[src/rtl/rd_arb_pkg.sv]
// Shared types and constants for the read-domain drain arbiter.
// The burst feature is selected by RD_DRAIN_ARB_BURST_EN in the files that import this package.
package rd_arb_pkg;

    typedef enum logic {
        IDLE  = 1'b0,
        SERVE = 1'b1
    } arb_state_e;

    localparam int unsigned OBUF_DEPTH  = 2;
    localparam int unsigned BURST_CNT_W = 8;

    function automatic int unsigned src_w(input int unsigned n);
        return (n <= 2) ? 1 : $clog2(n);
    endfunction

endpackage

[src/rtl/rd_arb_rr_pick.sv]
// Combinational round-robin picker: first requester at or after ptr, wrapping modulo NUM_SRC.
module rd_arb_rr_pick
    import rd_arb_pkg::*;
#(
    parameter  int unsigned NUM_SRC = 4,
    localparam int unsigned SRC_W   = src_w(NUM_SRC)
) (
    input  logic [NUM_SRC-1:0] req,
    input  logic [SRC_W-1:0]   ptr,
    output logic               valid,
    output logic [SRC_W-1:0]   idx
);

    int unsigned cand;

    always_comb begin
        valid = 1'b0;
        idx   = '0;
        cand  = 0;
        for (int unsigned k = 0; k < NUM_SRC; k++) begin
            cand = 32'(ptr) + k;
            if (cand >= NUM_SRC) begin
                cand = cand - NUM_SRC;
            end
            if (!valid && req[cand[SRC_W-1:0]]) begin
                valid = 1'b1;
                idx   = cand[SRC_W-1:0];
            end
        end
    end

endmodule

[src/rtl/rd_drain_arbiter.sv]
// Shares one valid/ready consumer among NUM_SRC FIFO read ports with round-robin grants.
// Define RD_DRAIN_ARB_BURST_EN to hold a grant for up to BURST_LEN reads; otherwise rotate every read.
module rd_drain_arbiter
    import rd_arb_pkg::*;
#(
    parameter  int unsigned NUM_SRC    = 4,
    parameter  int unsigned DATA_WIDTH = 8,
    parameter  int unsigned BURST_LEN  = 4,
    localparam int unsigned SRC_W      = src_w(NUM_SRC)
) (
    input  logic                          rclk,
    input  logic                          r_rstn,
    input  logic [NUM_SRC-1:0]            src_en,
    input  logic [NUM_SRC-1:0]            fifo_empty,
    output logic [NUM_SRC-1:0]            fifo_re,
    input  logic [NUM_SRC*DATA_WIDTH-1:0] fifo_rdata,
    output logic                          out_valid,
    input  logic                          out_ready,
    output logic [DATA_WIDTH-1:0]         out_data,
    output logic [SRC_W-1:0]              out_src,
    output logic                          busy
);

    if (NUM_SRC < 2 || NUM_SRC > 16) begin : g_bad_num_src
        $error("rd_drain_arbiter: NUM_SRC must be 2..16");
    end
    if (BURST_LEN < 1 || BURST_LEN > 255) begin : g_bad_burst_len
        $error("rd_drain_arbiter: BURST_LEN must be 1..255");
    end

    arb_state_e              state, state_n;
    logic [SRC_W-1:0]        grant, grant_n, rr_ptr, rr_ptr_n, grant_inc;
    logic [NUM_SRC-1:0]      elig, re_c;
    logic                    pick_valid;
    logic [SRC_W-1:0]        pick_idx;
    logic                    issue, last_read, room, pop, push, busy_n;
    logic                    inflight;
    logic [SRC_W-1:0]        inflight_src;
    logic [1:0]              occ, credit;
    logic [DATA_WIDTH-1:0]   rdata_arr [NUM_SRC];
    logic [DATA_WIDTH-1:0]   cap_data;
    logic                    h_vld, h_vld_n, t_vld, t_vld_n;
    logic [SRC_W-1:0]        h_src, h_src_n, t_src, t_src_n;
    logic [DATA_WIDTH-1:0]   h_data, h_data_n, t_data, t_data_n;

    for (genvar i = 0; i < NUM_SRC; i++) begin : g_unpack
        assign rdata_arr[i] = fifo_rdata[i*DATA_WIDTH +: DATA_WIDTH];
    end

    assign elig      = src_en & ~fifo_empty;
    assign grant_inc = (grant == SRC_W'(NUM_SRC - 1)) ? '0 : grant + SRC_W'(1);
    assign cap_data  = rdata_arr[inflight_src];
    assign push      = inflight;
    assign pop       = h_vld & out_ready;
    assign occ       = {1'b0, h_vld} + {1'b0, t_vld};
    assign credit    = 2'(OBUF_DEPTH) - occ - {1'b0, inflight};
    // A head pop in this cycle frees its slot in time for the word issued now.
    assign room      = (credit != 2'd0) || pop;

    rd_arb_rr_pick #(.NUM_SRC(NUM_SRC)) u_pick (
        .req   (elig),
        .ptr   (rr_ptr),
        .valid (pick_valid),
        .idx   (pick_idx)
    );

`ifdef RD_DRAIN_ARB_BURST_EN
    logic [BURST_CNT_W-1:0] burst_cnt, burst_cnt_n;
    assign last_read = (burst_cnt == BURST_CNT_W'(BURST_LEN - 1));
`else
    assign last_read = 1'b1;
`endif

    // Grant FSM: pick in IDLE, read in SERVE until the source drains or the burst ends.
    always_comb begin
        state_n  = state;
        grant_n  = grant;
        rr_ptr_n = rr_ptr;
        re_c     = '0;
        issue    = 1'b0;
`ifdef RD_DRAIN_ARB_BURST_EN
        burst_cnt_n = burst_cnt;
`endif
        case (state)
            IDLE: begin
                if (pick_valid) begin
                    grant_n = pick_idx;
                    state_n = SERVE;
`ifdef RD_DRAIN_ARB_BURST_EN
                    burst_cnt_n = '0;
`endif
                end
            end
            SERVE: begin
                if (!elig[grant]) begin
                    state_n  = IDLE;
                    rr_ptr_n = grant_inc;
                end else if (room) begin
                    issue       = 1'b1;
                    re_c[grant] = 1'b1;
`ifdef RD_DRAIN_ARB_BURST_EN
                    burst_cnt_n = burst_cnt + BURST_CNT_W'(1);
`endif
                    if (last_read) begin
                        state_n  = IDLE;
                        rr_ptr_n = grant_inc;
                    end
                end
            end
            default: state_n = IDLE;
        endcase
    end

    assign fifo_re = re_c;

    // Two-entry output buffer; head is always the word presented downstream.
    always_comb begin
        h_vld_n  = h_vld;
        h_src_n  = h_src;
        h_data_n = h_data;
        t_vld_n  = t_vld;
        t_src_n  = t_src;
        t_data_n = t_data;
        if (pop) begin
            if (t_vld) begin
                h_vld_n  = 1'b1;
                h_src_n  = t_src;
                h_data_n = t_data;
                t_vld_n  = push;
                t_src_n  = inflight_src;
                t_data_n = cap_data;
            end else begin
                h_vld_n = push;
                if (push) begin
                    h_src_n  = inflight_src;
                    h_data_n = cap_data;
                end
            end
        end else if (push) begin
            if (!h_vld) begin
                h_vld_n  = 1'b1;
                h_src_n  = inflight_src;
                h_data_n = cap_data;
            end else begin
                t_vld_n  = 1'b1;
                t_src_n  = inflight_src;
                t_data_n = cap_data;
            end
        end
        busy_n = (state_n == SERVE) || h_vld_n || issue;
    end

    always_ff @(posedge rclk or negedge r_rstn) begin
        if (!r_rstn) begin
            state        <= IDLE;
            grant        <= '0;
            rr_ptr       <= '0;
            inflight     <= 1'b0;
            inflight_src <= '0;
            h_vld        <= 1'b0;
            h_src        <= '0;
            h_data       <= '0;
            t_vld        <= 1'b0;
            t_src        <= '0;
            t_data       <= '0;
            busy         <= 1'b0;
`ifdef RD_DRAIN_ARB_BURST_EN
            burst_cnt    <= '0;
`endif
        end else begin
            state        <= state_n;
            grant        <= grant_n;
            rr_ptr       <= rr_ptr_n;
            inflight     <= issue;
            inflight_src <= grant;
            h_vld        <= h_vld_n;
            h_src        <= h_src_n;
            h_data       <= h_data_n;
            t_vld        <= t_vld_n;
            t_src        <= t_src_n;
            t_data       <= t_data_n;
            busy         <= busy_n;
`ifdef RD_DRAIN_ARB_BURST_EN
            burst_cnt    <= burst_cnt_n;
`endif
        end
    end

    assign out_valid = h_vld;
    assign out_data  = h_data;
    assign out_src   = h_src;

endmodule
[config.mk]
export PLATFORM = sky130hd
export DESIGN_NAME = rd_drain_arbiter
export DESIGN_NICKNAME = d
export VERILOG_FILES = /design/src/rtl/rd_arb_pkg.sv /design/src/rtl/rd_arb_rr_pick.sv /design/src/rtl/rd_drain_arbiter.sv
export SDC_FILE = /design/constraint.sdc
export NUM_CORES = 1
export LEC_CHECK = 0
export CORE_MARGIN = 5
export CORE_UTILIZATION = 41
export CTS_CLUSTER_DIAMETER = 150
export DETAILED_ROUTE_END_ITERATION = 16
export GPL_TIMING_DRIVEN = 0
export PLACE_DENSITY = 0.84
export SLEW_MARGIN = 20
export SYNTH_ARGS = -nofsm -noshare
export SYNTH_HDL_FRONTEND = slang
export SYNTH_SLANG_ARGS = --single-unit
[constraint.sdc]
create_clock -name rclk -period 1.98 [get_ports rclk]
set_clock_uncertainty 0.2 [all_clocks]
set_input_delay 0.297 -clock rclk [delete_from_list [all_inputs] [get_ports rclk]]
set_output_delay 0.297 -clock rclk [all_outputs]
set_load 0.005 [all_outputs]
Word level (Yosys, flattened, before mapping)
Index checks and enable logic that the tools add are counted.
{"block": "word_totals", "regBits": 31, "inputBits": 43, "output_inout_bits": 16, "word_cells": 127}
{"block": "op_classes", "addsub": 11, "magnitude_cmp": 11, "n_eq_ne": 4, "mux": 65, "bitwise": 5, "n_reduce_logical": 19}
{"operator": "$mux W8", "n": 11}
{"operator": "$mux W2", "n": 20}
{"operator": "$mux W1", "n": 23}
{"operator": "$bmux W8 S2", "n": 1}
{"operator": "$lt A2 B3 Y1 const B", "n": 5}
{"operator": "$ge A3 B3 Y1 const B", "n": 4}
{"operator": "$mux W4", "n": 3}
{"operator": "$bmux W1 S2", "n": 5}
{"operator": "$reduce_bool A2 Y1", "n": 4}
{"operator": "$sub A2 B1 Y2 const B", "n": 4}
{"operator": "$add A2 B2 Y3 const B", "n": 2}
{"operator": "$reduce_and A2 Y1", "n": 3}
{"operator": "$reduce_and A3 Y1", "n": 2}
{"operator": "$and A4 B4 Y4", "n": 1}
{"operator": "$logic_and A1 B1 Y1", "n": 4}
{"operator": "$ne A2 B2 Y1 const B", "n": 2}
{"operator": "$not A4 Y4", "n": 1}
{"operator": "$add A2 B1 Y3 const B", "n": 1}
{"operator": "$ge A2 B3 Y1 const B", "n": 1}
{"operator": "$logic_not A1 Y1", "n": 3}
{"operator": "$logic_or A1 B1 Y1", "n": 3}
{"operator": "$not A2 Y3", "n": 1}
{"operator": "$add A1 B1 Y2", "n": 1}
{"operator": "$add A2 B1 Y2 const B", "n": 1}
{"operator": "9 further kinds", "n": 9}

Longest topological paths before layout
Gate-level depths: netlist (run 1).
{"block": "depth", "word_depth": 18, "ltp_mapped": 8, "depth_no_buf": 8}

Cells and area by module
Synthesis (run 1) repeated with hierarchy kept, for this count alone.
{"block": "unflattened", "hier_cells": 159, "area_unflattened_um2": 1719.1}
{"mod": "rd_drain_arbiter", "instances": 1, "cells_each": 144, "area_per_inst_um2": 1641.6, "seq_area_each_um2": 775.7}
{"mod": "rd_arb_rr_pick", "instances": 1, "cells_each": 15, "area_per_inst_um2": 77.6, "seq_area_each_um2": 0.0}

Worst setup path after synthesis (run 1)
OpenSTA, ideal clock, no wires.
{"block": "synth_timing", "kind": "register to output", "from": "reg t_vld", "to": "out fifo_re[0]", "arrival_ns": 1.621, "required_ns": 1.483, "path_slack_ns": -0.138, "stages_incl_launch_ff": 9, "n_path_buf": 0, "path_cell_list": "dfrtp_1 > inv_1 > ha_1 > inv_1 > ha_1 > a21oi_1 > a21oi_1 > nor2b_2 > and2_1"}
{"block": "synth_between", "elab_chain_len": 8}
{"item": "from (decl)", "line": "rd_drain_arbiter.sv:42", "text": "logic h_vld, h_vld_n, t_vld, t_vld_n;"}
{"item": "from (signal assigned)", "line": "rd_drain_arbiter.sv:179", "text": "t_vld <= t_vld_n;"}
{"item": "$add A1 B1 Y2", "line": "rd_drain_arbiter.sv:55", "text": "assign occ = {1'b0, h_vld} + {1'b0, t_vld};"}
{"item": "$sub A2 B2 Y2", "line": "rd_drain_arbiter.sv:56", "text": "assign credit = 2'(OBUF_DEPTH) - occ - {1'b0, inflight};"}
{"item": "$sub A2 B1 Y2", "line": "rd_drain_arbiter.sv:56"}
{"item": "$reduce_bool A2 Y1", "line": "rd_drain_arbiter.sv:58", "text": "assign room = (credit != 2'd0) || pop;"}
{"item": "$logic_or A1 B1 Y1", "line": "rd_drain_arbiter.sv:58"}
{"item": "$mux W4", "line": "rd_drain_arbiter.sv:98", "text": "end else if (room) begin"}
{"item": "$mux W4", "line": "rd_drain_arbiter.sv:95", "text": "if (!elig[grant]) begin"}
{"item": "$mux W4", "line": "rd_drain_arbiter.sv:84", "text": "case (state)"}
{"item": "to (decl)", "line": "rd_drain_arbiter.sv:15", "text": "output logic [NUM_SRC-1:0] fifo_re,"}
No other way between the ends.

Worst setup path after layout (run 1)
{"block": "layout_timing", "from": "reg inflight", "to": "out fifo_re[3]"}
{"block": "layout_between", "elab_chain_len": 6}
{"item": "from (decl)", "line": "rd_drain_arbiter.sv:37", "text": "logic inflight;"}
{"item": "from (signal assigned)", "line": "rd_drain_arbiter.sv:174", "text": "inflight <= issue;"}
{"item": "$sub A2 B1 Y2", "line": "rd_drain_arbiter.sv:56"}
{"item": "$reduce_bool A2 Y1", "line": "rd_drain_arbiter.sv:58"}
{"item": "$logic_or A1 B1 Y1", "line": "rd_drain_arbiter.sv:58"}
{"item": "$mux W4", "line": "rd_drain_arbiter.sv:98"}
{"item": "$mux W4", "line": "rd_drain_arbiter.sv:95"}
{"item": "$mux W4", "line": "rd_drain_arbiter.sv:84"}
No other way between the ends.

==> metrics.md, run 1 <==
| Metric | Value |
|---|---|
| Crit. Startpoint | `inflight$_DFF_PN0_` |
| Remaining antenna violation count | `0` |
| Routed length per placed instance | `15.1 µm` |
| Worst R2R End | `rr_ptr[0]$_DFFE_PN0P_` |
| Post-Synth Adder-Cell Area | `0.0578` |
| Post-synthesis sequential area ratio | `0.448` |
| Hold Path Stages | `0` |
| Largest net degree at the start of global routing | `32` |
| Min-Delay Endpoint | `inflight_src[1]$_DFF_PN0_` |
| Synth area leader | `dfrtp_1` |
| Number of synthesized flops with an enable pin | `0` |
| Global-route wire length before repair | `6.84 mm` |
| Compound-Gate Fraction of Synth Area | `0.0932` |
| Pins Over Slew Limit | `0` |
| DRT Wirelength | `4.32 mm` |
| Comb pwr share | `0.507` |
| Mapped Area | `1730 µm²` |
| GRT overflow | `0` |
| Outcome | `finished, violations left` |
| Initial DRC count | `85` |
| Max VDD drop | `0.550 mV` |
| Tot Pwr | `3.54 mW` |
| Clk sinks | `31` |
| Async S/R FF share, synth | `1.00` |
| Rows | `23` |
| Root Buffer | `clkbuf_8` |
| N_diodes | `0` |
| Total number of vias | `1,488` |
| Worst skew pair latency | `about 0.28 ns` |
| Initial Util | `0.427` |
| Die height | `75.0 µm` |
| Startpoint Class | `flip-flop` |
| CP endpoint kind | `output pin` |
| Fill count | `326` |
| DPL Wire Length | `3.24 mm` |
| Post-Synth Simple-Gate Area | `0.162` |
| Vias in the first global route | `1,493` |
| CTS tree | `yes` |
| Worst Hold Class | `reg -> reg` |
| RD Place Congestion | `0.721` |
| Final worst-path cycle share | `1.23` |
| Final Setup Violations | `6` |
| Flops & latches, synth | `31` |
| Vias/cell | `5.20` |
| Switching share of power | `0.338` |
| H-Tree Depth | `2` |
| Hold path startpoint | `grant[1]$_DFFE_PN0P_` |
| IO buf count | `58` |
| Nets | `287` |
| Critical path fanouts, max | `3` |
| Die area | `5620 µm²` |
| Worst-Margin Slew | `~0.68 ns` |
| WP data required | `1.48 ns` |
| Synth top area share | `0.448` |
| Clock power frac | `0.167` |
| Final Hold Fails | `0` |
| F_max | `410 MHz` |
| Layout cells sized above 1 | `0.263` |
| Pleak | `about 1.1 nW` |
| Drt drc | `0` |
| Clock Pin Slew Worst Setup and Hold Paths | `0.06 ns` |
| Failing checks | `setup timing` |
| Boundary Pins | `59` |
| Sw Pwr | `1.20 mW` |
| Synth warn | `0` |
| Worst-case clock buffer depth | `2` |
| MaxCap Viol Count | `0` |
| GRT Overall Usage | `0.163` |
| Min Tclk post-route | `2.44 ns` |
| Setup WS pre-CTS | `-0.771 ns` |
| Slew headroom | `0.548` |
| Final setup margin | `-0.461 ns` |
| Worst r2r src | `t_vld$_DFFE_PN0P_` |
| Core Region | `4060 µm²` |
| Post-Synth XOR/XNOR Area | `0.00506` |
| DR pass1 iterations | `4` |
| Post-Synthesis Cells | `161` |
| P&R area growth vs syn | `51.8%` |
| Reg2reg path depth | `10` |
| WP data arrival | `1.94 ns` |
| Primary FF master, synth | `dfrtp_1` |
| Synth top area cells | `dfrtp_1, mux4_2, mux2_2, ha_1, nand2_1` |
| Die X | `75.0 µm` |
| Total CTS buffers | `5` |
| Mux share of post-synthesis cell area | `0.207` |
| Initial antenna violation count | `0` |
| Flop2flop setup slack | `-0.20 ns` |
| Post-synthesis cell type count | `29` |
| Final hold slack | `0.272 ns` |
| Setup CP Type | `reg -> out` |
| Mean Syn Cell Area | `approximately 11 µm²` |
| Power Internal | `approximately 2.3 mW` |
| RSZ-0062 raised after global routing | `yes` |
| Syn nets | `approximately 210` |
| Sequential share of power | `0.326` |
| P per Cell Area | `approximately 1300 nW/µm²` |
| Largest family of logic cells by synthesized area | `multiplexers` |
[critical path: stages, from the launching register on]
cell	delay, ns
dfrtp_1	0.37
inv_2	0.06
ha_4	0.26
inv_2	0.04
ha_4	0.15
xnor2_2	0.13
a21oi_2	0.16
nor2b_4	0.18
buf_6	0.11
and2_4	0.13
buf_6	0.08
[state kept, by name, indices dropped and copies added (netlist names)]
name and count:
out_data 8, t_data 8, grant 2, inflight_src 2, out_src 2, rr_ptr 2
t_src 2, busy 1, inflight 1, out_valid 1, state 1, t_vld 1
[per-stage QoR]
step	area [µm²]	utilization	std cells	TNS, ns
floorplan	1760	-	161	-0.231
global placement	2400	0.592	269	-10.10
detailed placement	2400	0.591	269	-6.15
CTS	2600	0.641	283	-2.02
global route	2630	0.648	286	-2.75
finish	2630	0.648	286	-2.22
[synth_stat cells (all sizes together) (4+ instances only)]
| cell type | count |
|---|---|
| a21oi | 6 |
| a31oi | 10 |
| and2 | 4 |
| clkbuf | 4 |
| dfrtp | 31 |
| ha | 8 |
| inv | 7 |
| mux2 | 13 |
| mux4 | 9 |
| nand2 | 26 |
| nand2b | 6 |
| nor2 | 14 |
| nor2b | 6 |
| o21ai | 8 |
[power by group through the flow]
stage                     combinational [mW]  sequential (mW)  clock (mW)
after floorplan                         1.01             1.13           0
after global placement                  1.54             1.14           0
after detailed placement                1.59             1.16           0
after CTS                               1.76             1.15       0.596
after global routing                    1.98             1.19       0.630
final                                   1.79             1.15       0.590
[logic make-up (layout without fill, tap and decap cells)]
| logic type | Yosys count | count (layout) |
|---|---|---|
| AO/OA/AOI/OAI | 27 | 27 |
| multiplexers | 23 | 23 |
| XOR/XNOR | 1 | 1 |
| flip-flops | 31 | 31 |
| AND/OR/NAND/NOR | 59 | 59 |
| buffers and inverters | 12 | 87 |
| adder cells (fa/ha/maj) | 8 | 8 |
[final cells by class]
type                    instances  area [µm²]  area share
multi-input cells             118         970       0.369
flip-flops and latches         31         777       0.296
repair buffers                 69         673       0.256
clock buffers                   6        72.6      0.0276
well taps                      50        62.6      0.0238
clock inverters                 1        30.0      0.0114
inverters                       7        26.3      0.0100
plain buffers                   4        17.5     0.00666
[worst max path at each step]
stage                       to  slack (ns)
floorplan           fifo_re[0]       -0.06
global placement    fifo_re[3]       -0.77
detailed placement  fifo_re[2]       -0.77
CTS                 fifo_re[2]       -0.45
global route        fifo_re[2]       -0.55
finish              fifo_re[3]       -0.46
[layout by cell type, fill, tap and decap left out, drive strengths merged, types with 4 or more instances in the layout]
cell type	n
nor2b	6
nand2	26
a21oi	6
buf	16
a31oi	10
nand2b	6
clkdlybuf4s50	53
mux2	13
ha	8
and2	4
dfrtp	31
o21ai	8
nor2	14
clkbuf	9
inv	7
mux4	9
[repair_timing]
action | CTS | global route
resized for setup | 30 | 4
setup endpoints to repair | 6 | 12
pin swaps | 3 | 4
buffers inserted | 7 | 3
hold buffers | 1 | 0
endpoints found under the hold margin | 31 | 0
[layer usage]
metal  up-vias  GRT usage  wire length [µm]
met5         -          0                 0
met4         0     0.0534                25
met3         2     0.0454               221
met2        34      0.281              2390
met1       732      0.195              1690
li1        720          -                 -
Note: power is estimated with default switching activity, not from simulation.
==> run 2: changes to the inputs <==
--- a/config.mk
+++ b/config.mk
@@ -8,3 +8,3 @@
 export CORE_MARGIN = 5
-export CORE_UTILIZATION = 41
+export CORE_UTILIZATION = 40
 export CTS_CLUSTER_DIAMETER = 150
@@ -12,3 +12,3 @@
 export GPL_TIMING_DRIVEN = 0
-export PLACE_DENSITY = 0.84
+export PLACE_DENSITY = 0.83
 export SLEW_MARGIN = 20
@@ -17 +17,2 @@
 export SYNTH_SLANG_ARGS = --single-unit
+export TNS_END_PERCENT = 1
--- a/constraint.sdc
+++ b/constraint.sdc
@@ -4,2 +4,2 @@
 set_output_delay 0.297 -clock rclk [all_outputs]
-set_load 0.005 [all_outputs]
+set_load 0.05 [all_outputs]
==> run 2 against run 1 <==
Fmax shrank 0.21%; critical path depth shrank 1; count of clock-buffer cells in the layout grew 1; critical path type unchanged; first-iteration DRC count shrank 8.2%; final cell count is the same; sequential cell count is the same; the flow still finishes with violations (setup timing); register-to-register slack is essentially flat; via count shrank 1.2%.
==> metrics.md, run 2 (same netlist as run 1, synthesis figures left out) <==
| Metric | Value |
|---|---|
| Initial antenna violation count | `0 (unchanged)` |
| Clock power frac | `0.123 (-0.044)` |
| Final Setup Violations | `6 (unchanged)` |
| Post-DP Area | `2420 µm² (+0.89%)` |
| Boundary Pins | `59 (unchanged)` |
| Final hold slack | `0.258 ns (-0.0142 ns)` |
| Layout cells sized above 1 | `0.252 (-0.0106)` |
| P per Cell Area | `1480 nW/µm² (+10%)` |
| F_max | `409 MHz (-0.21%)` |
| Total number of vias | `1,470 (-1.2%)` |
| Core Region | `4260 µm² (+5.1%)` |
| Remaining antenna violation count | `0 (unchanged)` |
| IO buf count | `58 (unchanged)` |
| Vias/cell | `5.14 (-1.2%)` |
| Final setup margin | `-0.466 ns (-0.00505 ns)` |
| RD Place Congestion | `0.794 (+10%)` |
| Routed length per placed instance | `15.7 µm (+3.8%)` |
| DPL Wire Length | `3.21 mm (-0.94%)` |
| Setup CP Type | `reg -> out` |
| Die area | `5740 µm² (+2.2%)` |
| Post-layout util | `0.611 (-0.0369)` |
| Power Internal | `2.21 mW (-5.6%)` |
| H-Tree Depth | `2 (unchanged)` |
| Largest net degree at the start of global routing | `32 (unchanged)` |
| Final Hold Fails | `0 (unchanged)` |
| Tot Pwr | `3.87 mW (+9.3%)` |
| Worst skew pair latency | `0.28 ns (about the same)` |
| Flop2flop setup slack | `-0.21 ns (about the same)` |
| Nets | `284 (-1.0%)` |
| Sequential share of power | `0.296 (-0.030)` |
| Switching share of power | `0.429 (+0.0906)` |
| Worst Hold Class | `reg -> reg` |
| Cell area after layout | `2610 µm² (-0.90%)` |
| Outcome | `finished, violations left` |
| WP data required | `1.48 ns (about the same)` |
| Die height | `75.8 µm (+1.1%)` |
| Most frequent cells in the layout | `clkdlybuf4s50_1, dfrtp_1, nand2_1` |
| Pins Over Slew Limit | `0 (unchanged)` |
| P&R area growth vs syn | `50.4%` |
| Final worst-path cycle share | `1.24 (+0.00255)` |
| N_diodes | `0 (unchanged)` |
| Total CTS buffers | `5 (unchanged)` |
| GRT Overall Usage | `0.158 (-0.00486)` |
| Sw Pwr | `1.66 mW (+39%)` |
| MaxCap Viol Count | `0 (unchanged)` |
| DRT Wirelength | `4.48 mm (+3.8%)` |
| Min Tclk post-route | `2.45 ns (+0.00505 ns)` |
| Setup WS pre-CTS | `-1.08 ns (-0.306 ns)` |
| Root Buffer | `clkbuf_8` |
| Critical path fanouts, max | `5 (+2)` |
| Initial DRC count | `78 (-8.2%)` |
| Initial Util | `0.406 (-0.0207)` |
| Rows | `24 (+4.3%)` |
| Clk sinks | `31 (unchanged)` |
| Slew headroom | `0.534 (-0.0145)` |
| Global-route wire length before repair | `6.79 mm (-0.70%)` |
| Comb pwr share | `0.581 (+0.074)` |
| CP endpoint kind | `output pin` |
| RSZ-0062 raised after global routing | `yes` |
| DR pass1 iterations | `4 (unchanged)` |
| Worst-Margin Slew | `0.699 ns (+0.0217 ns)` |
| Commonest non-fill, non-tap cell in the layout | `clkdlybuf4s50_1` |
| Max VDD drop | `0.840 mV (+53%)` |
| Worst-case clock buffer depth | `2 (unchanged)` |
| Failing checks | `setup timing` |
| Pleak | `1.10 nW (-0.47%)` |
| Startpoint Class | `flip-flop` |
| GRT overflow | `0 (unchanged)` |
| Die X | `75.8 µm (+1.1%)` |
| Clock Pin Slew Worst Setup and Hold Paths | `0.07 ns (about the same)` |
| Drt drc | `0 (unchanged)` |
| CTS tree | `yes` |
| WP data arrival | `1.95 ns (about the same)` |
| Vias in the first global route | `1,472 (-1.4%)` |
==> run 2: worst paths after layout <==
check / startpoint / to / cells past startpoint
min: grant[1]$_DFFE_PN0P_ / inflight_src[1]$_DFF_PN0_ / 0
max reg2reg: t_vld$_DFFE_PN0P_ / rr_ptr[1]$_DFFE_PN0P_ / 10
max: t_vld$_DFFE_PN0P_ / fifo_re[3] / 9
min reg2reg: grant[1]$_DFFE_PN0P_ / inflight_src[1]$_DFF_PN0_ / 0
max in group asynchronous: r_rstn / out_valid$_DFF_PN0_ / 2
min in group asynchronous: r_rstn / t_data[5]$_DFFE_PN0P_ / 2
==> run 2: through the flow <==
stage | setup TNS, ns | cells
detailed placement | -8.35 | 271
global placement | -12.06 | 271
floorplan | -0.682 | 161
global route | -2.86 | 286
finish | -2.27 | 286
CTS | -1.97 | 284
==> run 2: critical path, stage by stage, from the launching register on <==
cell	delay (ns)
dfrtp_2	0.38
inv_2	0.06
ha_4	0.26
inv_2	0.04
ha_4	0.15
xnor2_2	0.13
a21oi_2	0.16
nor2b_4	0.20
and2_4	0.17
buf_8	0.14
==> run 2: power by group through the flow <==
stage                     Sequential [mW]  Combinational, mW  Clock (mW)
after floorplan                      1.54               1.07           0
after global placement               1.14               2.02           0
after detailed placement             1.16               2.05           0
after CTS                            1.14               2.20       0.477
after global routing                 1.17               2.42       0.507
final                                1.14               2.25       0.475
==> run 2: timing repair <==
item / CTS / global route
hold buffers: 1 / 0
setup buffers: 4 / 2
pin swaps: 4 / 2
resized for setup: 37 / 5
hold endpoints to repair: 31 / 0
endpoints found under the setup margin: 6 / 18
==> run 2: cell type report <==
type                    count  area (µm²)
plain buffers               5        31.3
clock buffers               7        76.3
clock inverters             1        5.00
fillers                   353        1660
inverters                   7        26.3
multi-input cells         118         967
flip-flops and latches     31         778
well taps                  52        65.1
repair buffers             65         656
==> run 2: metal layers <==
layer	vias to the layer above	wire, µm	global-route usage
met2	25	2450	0.269
met1	732	1830	0.198
met3	7	108	0.0277
li1	706	-	-
met4	0	91	0.0621
met5	-	0	0
